--- config.mk ---
export PLATFORM = sky130hd
export DESIGN_NAME = text_writer
export DESIGN_NICKNAME = d
export VERILOG_FILES = /design/src/rtl/text_writer.sv
export SDC_FILE = /design/constraint.sdc
export NUM_CORES = 1
export LEC_CHECK = 0
export ABC_AREA = 1
export CAP_MARGIN = 0
export CELL_PAD_IN_SITES_DETAIL_PLACEMENT = 0
export CELL_PAD_IN_SITES_GLOBAL_PLACEMENT = 1
export CORE_ASPECT_RATIO = 0.9
export CORE_MARGIN = 2
export CORE_UTILIZATION = 27
export CTS_CLUSTER_SIZE = 14
export DETAILED_ROUTE_END_ITERATION = 8
export GPL_TIMING_DRIVEN = 0
export PLACE_DENSITY = 0.59
export SYNTH_ARGS = -nofsm -noshare
export SYNTH_HDL_FRONTEND = slang
export SYNTH_SLANG_ARGS = --single-unit
export TNS_END_PERCENT = 1
--- constraint.sdc ---
create_clock -name px_clk -period 4.5 [get_ports px_clk]
set_input_delay 0.9 -clock px_clk [delete_from_list [all_inputs] [get_ports px_clk]]
set_output_delay 0.9 -clock px_clk [all_outputs]
set_load 0.05 [all_outputs]
--- src/rtl/text_writer.sv ---
// Text-mode character RAM writer: takes a character stream, keeps a cursor,
// interprets CR/LF/BS/FF, blanks each new row on a row advance, and blanks
// the whole screen after reset or on a clear request.
module text_writer #(
  parameter int           COLS     = 40,
  parameter int           ROWS     = 30,
  parameter int           COL_BITS = 6,
  parameter int           ROW_BITS = 5,
  parameter logic [7:0]   BLANK    = 8'h20
) (
  input  logic                         px_clk,
  input  logic                         rstn,
  input  logic                         in_valid,
  input  logic [7:0]                   in_char,
  output logic                         in_ready,
  input  logic                         clear,
  output logic                         busy,
  output logic                         write_en,
  output logic [ROW_BITS+COL_BITS-1:0] waddr,
  output logic [7:0]                   wdata,
  output logic [COL_BITS-1:0]          cursor_x,
  output logic [ROW_BITS-1:0]          cursor_y
);

  localparam logic [COL_BITS-1:0] LAST_COL = COL_BITS'(COLS - 1);
  localparam logic [ROW_BITS-1:0] LAST_ROW = ROW_BITS'(ROWS - 1);

  typedef enum logic [1:0] {
    S_CLEAR,
    S_IDLE,
    S_LINECLR
  } state_t;

  state_t                        r_state;
  logic [ROW_BITS-1:0]           r_clrRow;
  logic [COL_BITS-1:0]           r_clrCol;
  logic [COL_BITS-1:0]           r_curX;
  logic [ROW_BITS-1:0]           r_curY;
  logic                          r_we;
  logic [ROW_BITS+COL_BITS-1:0]  r_addr;
  logic [7:0]                    r_data;

  logic                          w_printable;
  logic [ROW_BITS-1:0]           w_nextY;
  logic [COL_BITS-1:0]           w_prevX;

  assign w_printable = ((in_char >= 8'h20) && (in_char <= 8'h7E)) || in_char[7];
  assign w_nextY     = (r_curY == LAST_ROW) ? '0 : r_curY + 1'b1;
  assign w_prevX     = r_curX - 1'b1;

  assign in_ready = (r_state == S_IDLE) && !clear;
  assign busy     = (r_state != S_IDLE);
  assign write_en = r_we;
  assign waddr    = r_addr;
  assign wdata    = r_data;
  assign cursor_x = r_curX;
  assign cursor_y = r_curY;

  // Single FSM: clear has top priority and restarts the screen blank; the
  // blank counters are shared by the full clear and the single-row clear.
  always_ff @(posedge px_clk or negedge rstn) begin
    if (!rstn) begin
      r_state  <= S_CLEAR;
      r_clrRow <= '0;
      r_clrCol <= '0;
      r_curX   <= '0;
      r_curY   <= '0;
      r_we     <= 1'b0;
      r_addr   <= '0;
      r_data   <= '0;
    end else begin
      r_we <= 1'b0;
      if (clear) begin
        r_state  <= S_CLEAR;
        r_clrRow <= '0;
        r_clrCol <= '0;
        r_curX   <= '0;
        r_curY   <= '0;
      end else begin
        case (r_state)
          S_CLEAR: begin
            r_we   <= 1'b1;
            r_addr <= {r_clrRow, r_clrCol};
            r_data <= BLANK;
            r_curX <= '0;
            r_curY <= '0;
            if (r_clrCol == LAST_COL) begin
              r_clrCol <= '0;
              if (r_clrRow == LAST_ROW) begin
                r_clrRow <= '0;
                r_state  <= S_IDLE;
              end else begin
                r_clrRow <= r_clrRow + 1'b1;
              end
            end else begin
              r_clrCol <= r_clrCol + 1'b1;
            end
          end

          S_LINECLR: begin
            r_we   <= 1'b1;
            r_addr <= {r_curY, r_clrCol};
            r_data <= BLANK;
            if (r_clrCol == LAST_COL) begin
              r_clrCol <= '0;
              r_state  <= S_IDLE;
            end else begin
              r_clrCol <= r_clrCol + 1'b1;
            end
          end

          S_IDLE: begin
            if (in_valid) begin
              if (w_printable) begin
                r_we   <= 1'b1;
                r_addr <= {r_curY, r_curX};
                r_data <= in_char;
                if (r_curX == LAST_COL) begin
                  r_curX   <= '0;
                  r_curY   <= w_nextY;
                  r_clrCol <= '0;
                  r_state  <= S_LINECLR;
                end else begin
                  r_curX <= r_curX + 1'b1;
                end
              end else begin
                case (in_char)
                  8'h0D: r_curX <= '0;
                  8'h0A: begin
                    r_curX   <= '0;
                    r_curY   <= w_nextY;
                    r_clrCol <= '0;
                    r_state  <= S_LINECLR;
                  end
                  8'h08: begin
                    if (r_curX != '0) begin
                      r_curX <= w_prevX;
                      r_we   <= 1'b1;
                      r_addr <= {r_curY, w_prevX};
                      r_data <= BLANK;
                    end
                  end
                  8'h0C: begin
                    r_state  <= S_CLEAR;
                    r_clrRow <= '0;
                    r_clrCol <= '0;
                    r_curX   <= '0;
                    r_curY   <= '0;
                  end
                  default: ;
                endcase
              end
            end
          end

          default: begin
            r_state  <= S_CLEAR;
            r_clrRow <= '0;
            r_clrCol <= '0;
          end
        endcase
      end
    end
  end

endmodule

==> impl_metrics.toml <==
[grt]
grt_use_met3 = 0.0253
top_usage_layer = "met1"
gr-usage-met2 = 0.226
grt_pass1_wl_mm = 13.8
overflow = 0
use_met1 = 0.229
antenna_found_initial = 0
grt_pass1_vias = 2616
grt_max_degree = 34
grt_use_total = 0.152

[critical_path]
r2r_end = "waddr[5]"
required_ns = 3.60
worstPathMaxFanout = 9
cp.arrival_ns = 2.21
startpoint = "r_state[1]"
endpoint = "in_ready"
r2r_start = "r_state[0]"
cp-start-kind = "flop"
worst-r2r-setup-slack_ns = 2.47
crit_type = "flop to output pin"
end_kind = "output pin"
rr_worst_depth = 9

[clocking]
numCtsBuffers = 5
holdBufCountCts = 0
cts_root_buf = "clkbuf_16"
cts_buffer_depth = 2
ctsResizeCount = 0
clk_pin_slew_ns = 0.06
clk_latency_ns = 0.29
htree_levels = 2
clkSinkCount = 44
cts_setup_buffers = 0
cts_tree = "done"

[detailed_routing]
drtPass1Iterations = 4
drt-total-wl_mm = 8.44
drt_drc_violations_left = 0
vias = 2671
drt_iter0_drc = 121
routed_via_density = 4.50
wire_per_inst_um = 14.2
drtAntennaViolNets = 0

[cells_and_area]
area_growth_pct = 25.6
insertedDiodeCount = 0
nets = 484
layout_common_cells = "nand2_1 (127), dfrtp_1 (44), clkdlybuf4s50_1 (42)"
final_common_cell = "nand2_1"
drive_gt1_frac = 0.0761
finish.utilization = 0.343
design_area_um2 = 3680

[sta]
drv_slew = 0
setup_viol_count_final = 0
grt_setup_unrepaired = "false"
tightest_slew_ns = 0.502
timing.slew.headroom = 0.664
fin_worst_skew_ns = 0.00459
period_minus_slack_ns = 3.11
max_freq_mhz = 321
finalHoldViolCount = 0
setup_ws_ns = 1.39
tns_ns = 0
fin_crit_sh = 0.692

[place]
placed_cell_area_um2 = 3540
dp_hpwl_mm = 6.56
place_ws_ns = 1.47
io_buffers = 43
gp_congestion = 0.824

[power_and_ir_drop]
power_density_nw_per_um2 = 510
p_leak_nw = 1.77
ir_worst_vdd_mv = 0.203

[synth]
syn-instance-count = 409
syn_area_um2 = 2930
ys_seq_elements = 44
syn_area_per_cell_um2 = 7.17
synth_cell_types = 34
synth_seq_area_share = 0.375
synth_nets = 433
yosys_warnings = 0

[die]
die-width_um = 114
initial_utilization = 0.274
dieArea_um2 = 11700
io_pins = 45
coreArea_um2 = 10700
rows = 36
die_y_um = 103

[job]
maxCapViolations = 0

[status]
status = "completed"

[worst_hold_path]
hold_class = "flop to flop"
## cell families (layout without fill, tap and decap cells)
family	after synthesis	after routing	share of synthesized area
and+or+nand+nor	232	232	0.355
AOI/OAI and AO/OA	54	54	0.0998
buffers and inverters	54	105	0.0802
DFF	44	44	0.375
xor gates and xnor gates	13	13	0.0388
adders and majority gates	12	12	0.0512
## worst min path at each step
stage	start	endpoint	slack (ns)	cells after the start
detailed placement	wdata[7]	wdata[7]	0.46	2
global route	waddr[1]	waddr[1]	0.51	2
floorplan	r_state[1]	r_state[1]	0.49	2
global placement	wdata[7]	wdata[7]	0.45	2
CTS	wdata[7]	wdata[7]	0.48	2
finish	wdata[7]	wdata[7]	0.47	2
## synthesized netlist by cell type
cell	count	area (µm²)
a21boi_0	3	22.5
a21oi_2	1	8.76
a31oi_1	3	18.8
a41oi_1	1	8.76
buf_2	2	10.0
buf_4	1	7.51
buf_6	3	33.8
clkbuf_1	1	3.75
clkbuf_2	1	5.00
dfrtp_1	44	1100
ha_1	12	150
inv_1	41	154
inv_2	4	15.0
inv_4	1	6.26
nand2_1	127	477
nand2_2	3	18.8
nand2_4	2	22.5
nand3_1	38	190
nand3_2	3	30.0
nand3_4	1	17.5
nand3b_1	5	37.5
nand4_1	2	12.5
nor2_1	38	143
nor2_2	1	6.26
nor2_4	1	11.3
nor2_8	1	20.0
nor3_1	9	45.0
o21a_1	1	7.51
o21ai_0	34	170
o21ai_1	10	50.1
o22ai_1	1	6.26
or2_4	1	8.76
xnor2_1	4	35.0
xor2_1	9	78.8
## stage by stage
stage               hold slack [ns]  power [mW]  cells
finish                        0.468        1.88    593
global route                  0.505        2.02    593
CTS                           0.475        1.91    593
floorplan                     0.490        1.22    409
detailed placement            0.459        1.54    586
global placement              0.453        1.53    585
## state kept, by name, summed over array words and instances (netlist names)
register  cells
wdata         8
cursor_x      6
waddr        11
r_clrRow      5
r_state       2
r_clrCol      6
cursor_y      5
write_en      1
## critical path: stages (launching register included)
cell             delay [ns]
dfrtp_1                0.42
inv_1                  0.09
ha_1                   0.27
inv_4                  0.12
nor2_8                 0.19
clkdlybuf4s50_1        0.84
## area by class of cell
cell class | count | area, µm²
Sequential cell | 44 | 1100
Inverter | 46 | 175
Timing Repair Buffer | 44 | 445
Buffer | 8 | 60.1
Clock buffer | 5 | 125
Fill cell | 1167 | 7040
Tap cell | 133 | 166
Clock inverter | 2 | 12.5
Multi-Input combinational cell | 311 | 1600
## power by group
group	total, mW	switching, mW	internal [mW]
sequential	0.548	0.0731	0.475
combinational	0.969	0.670	0.299
clock	0.362	0.160	0.202
total	1.88	0.904	0.976
## layer usage
layer / wire length, µm / share of wire
met4: 81 / 0.0096
met5: 0 / 0
met2: 3480 / 0.41
met3: 236 / 0.028
met1: 4640 / 0.55
Power figures use the tool's default switching activity.
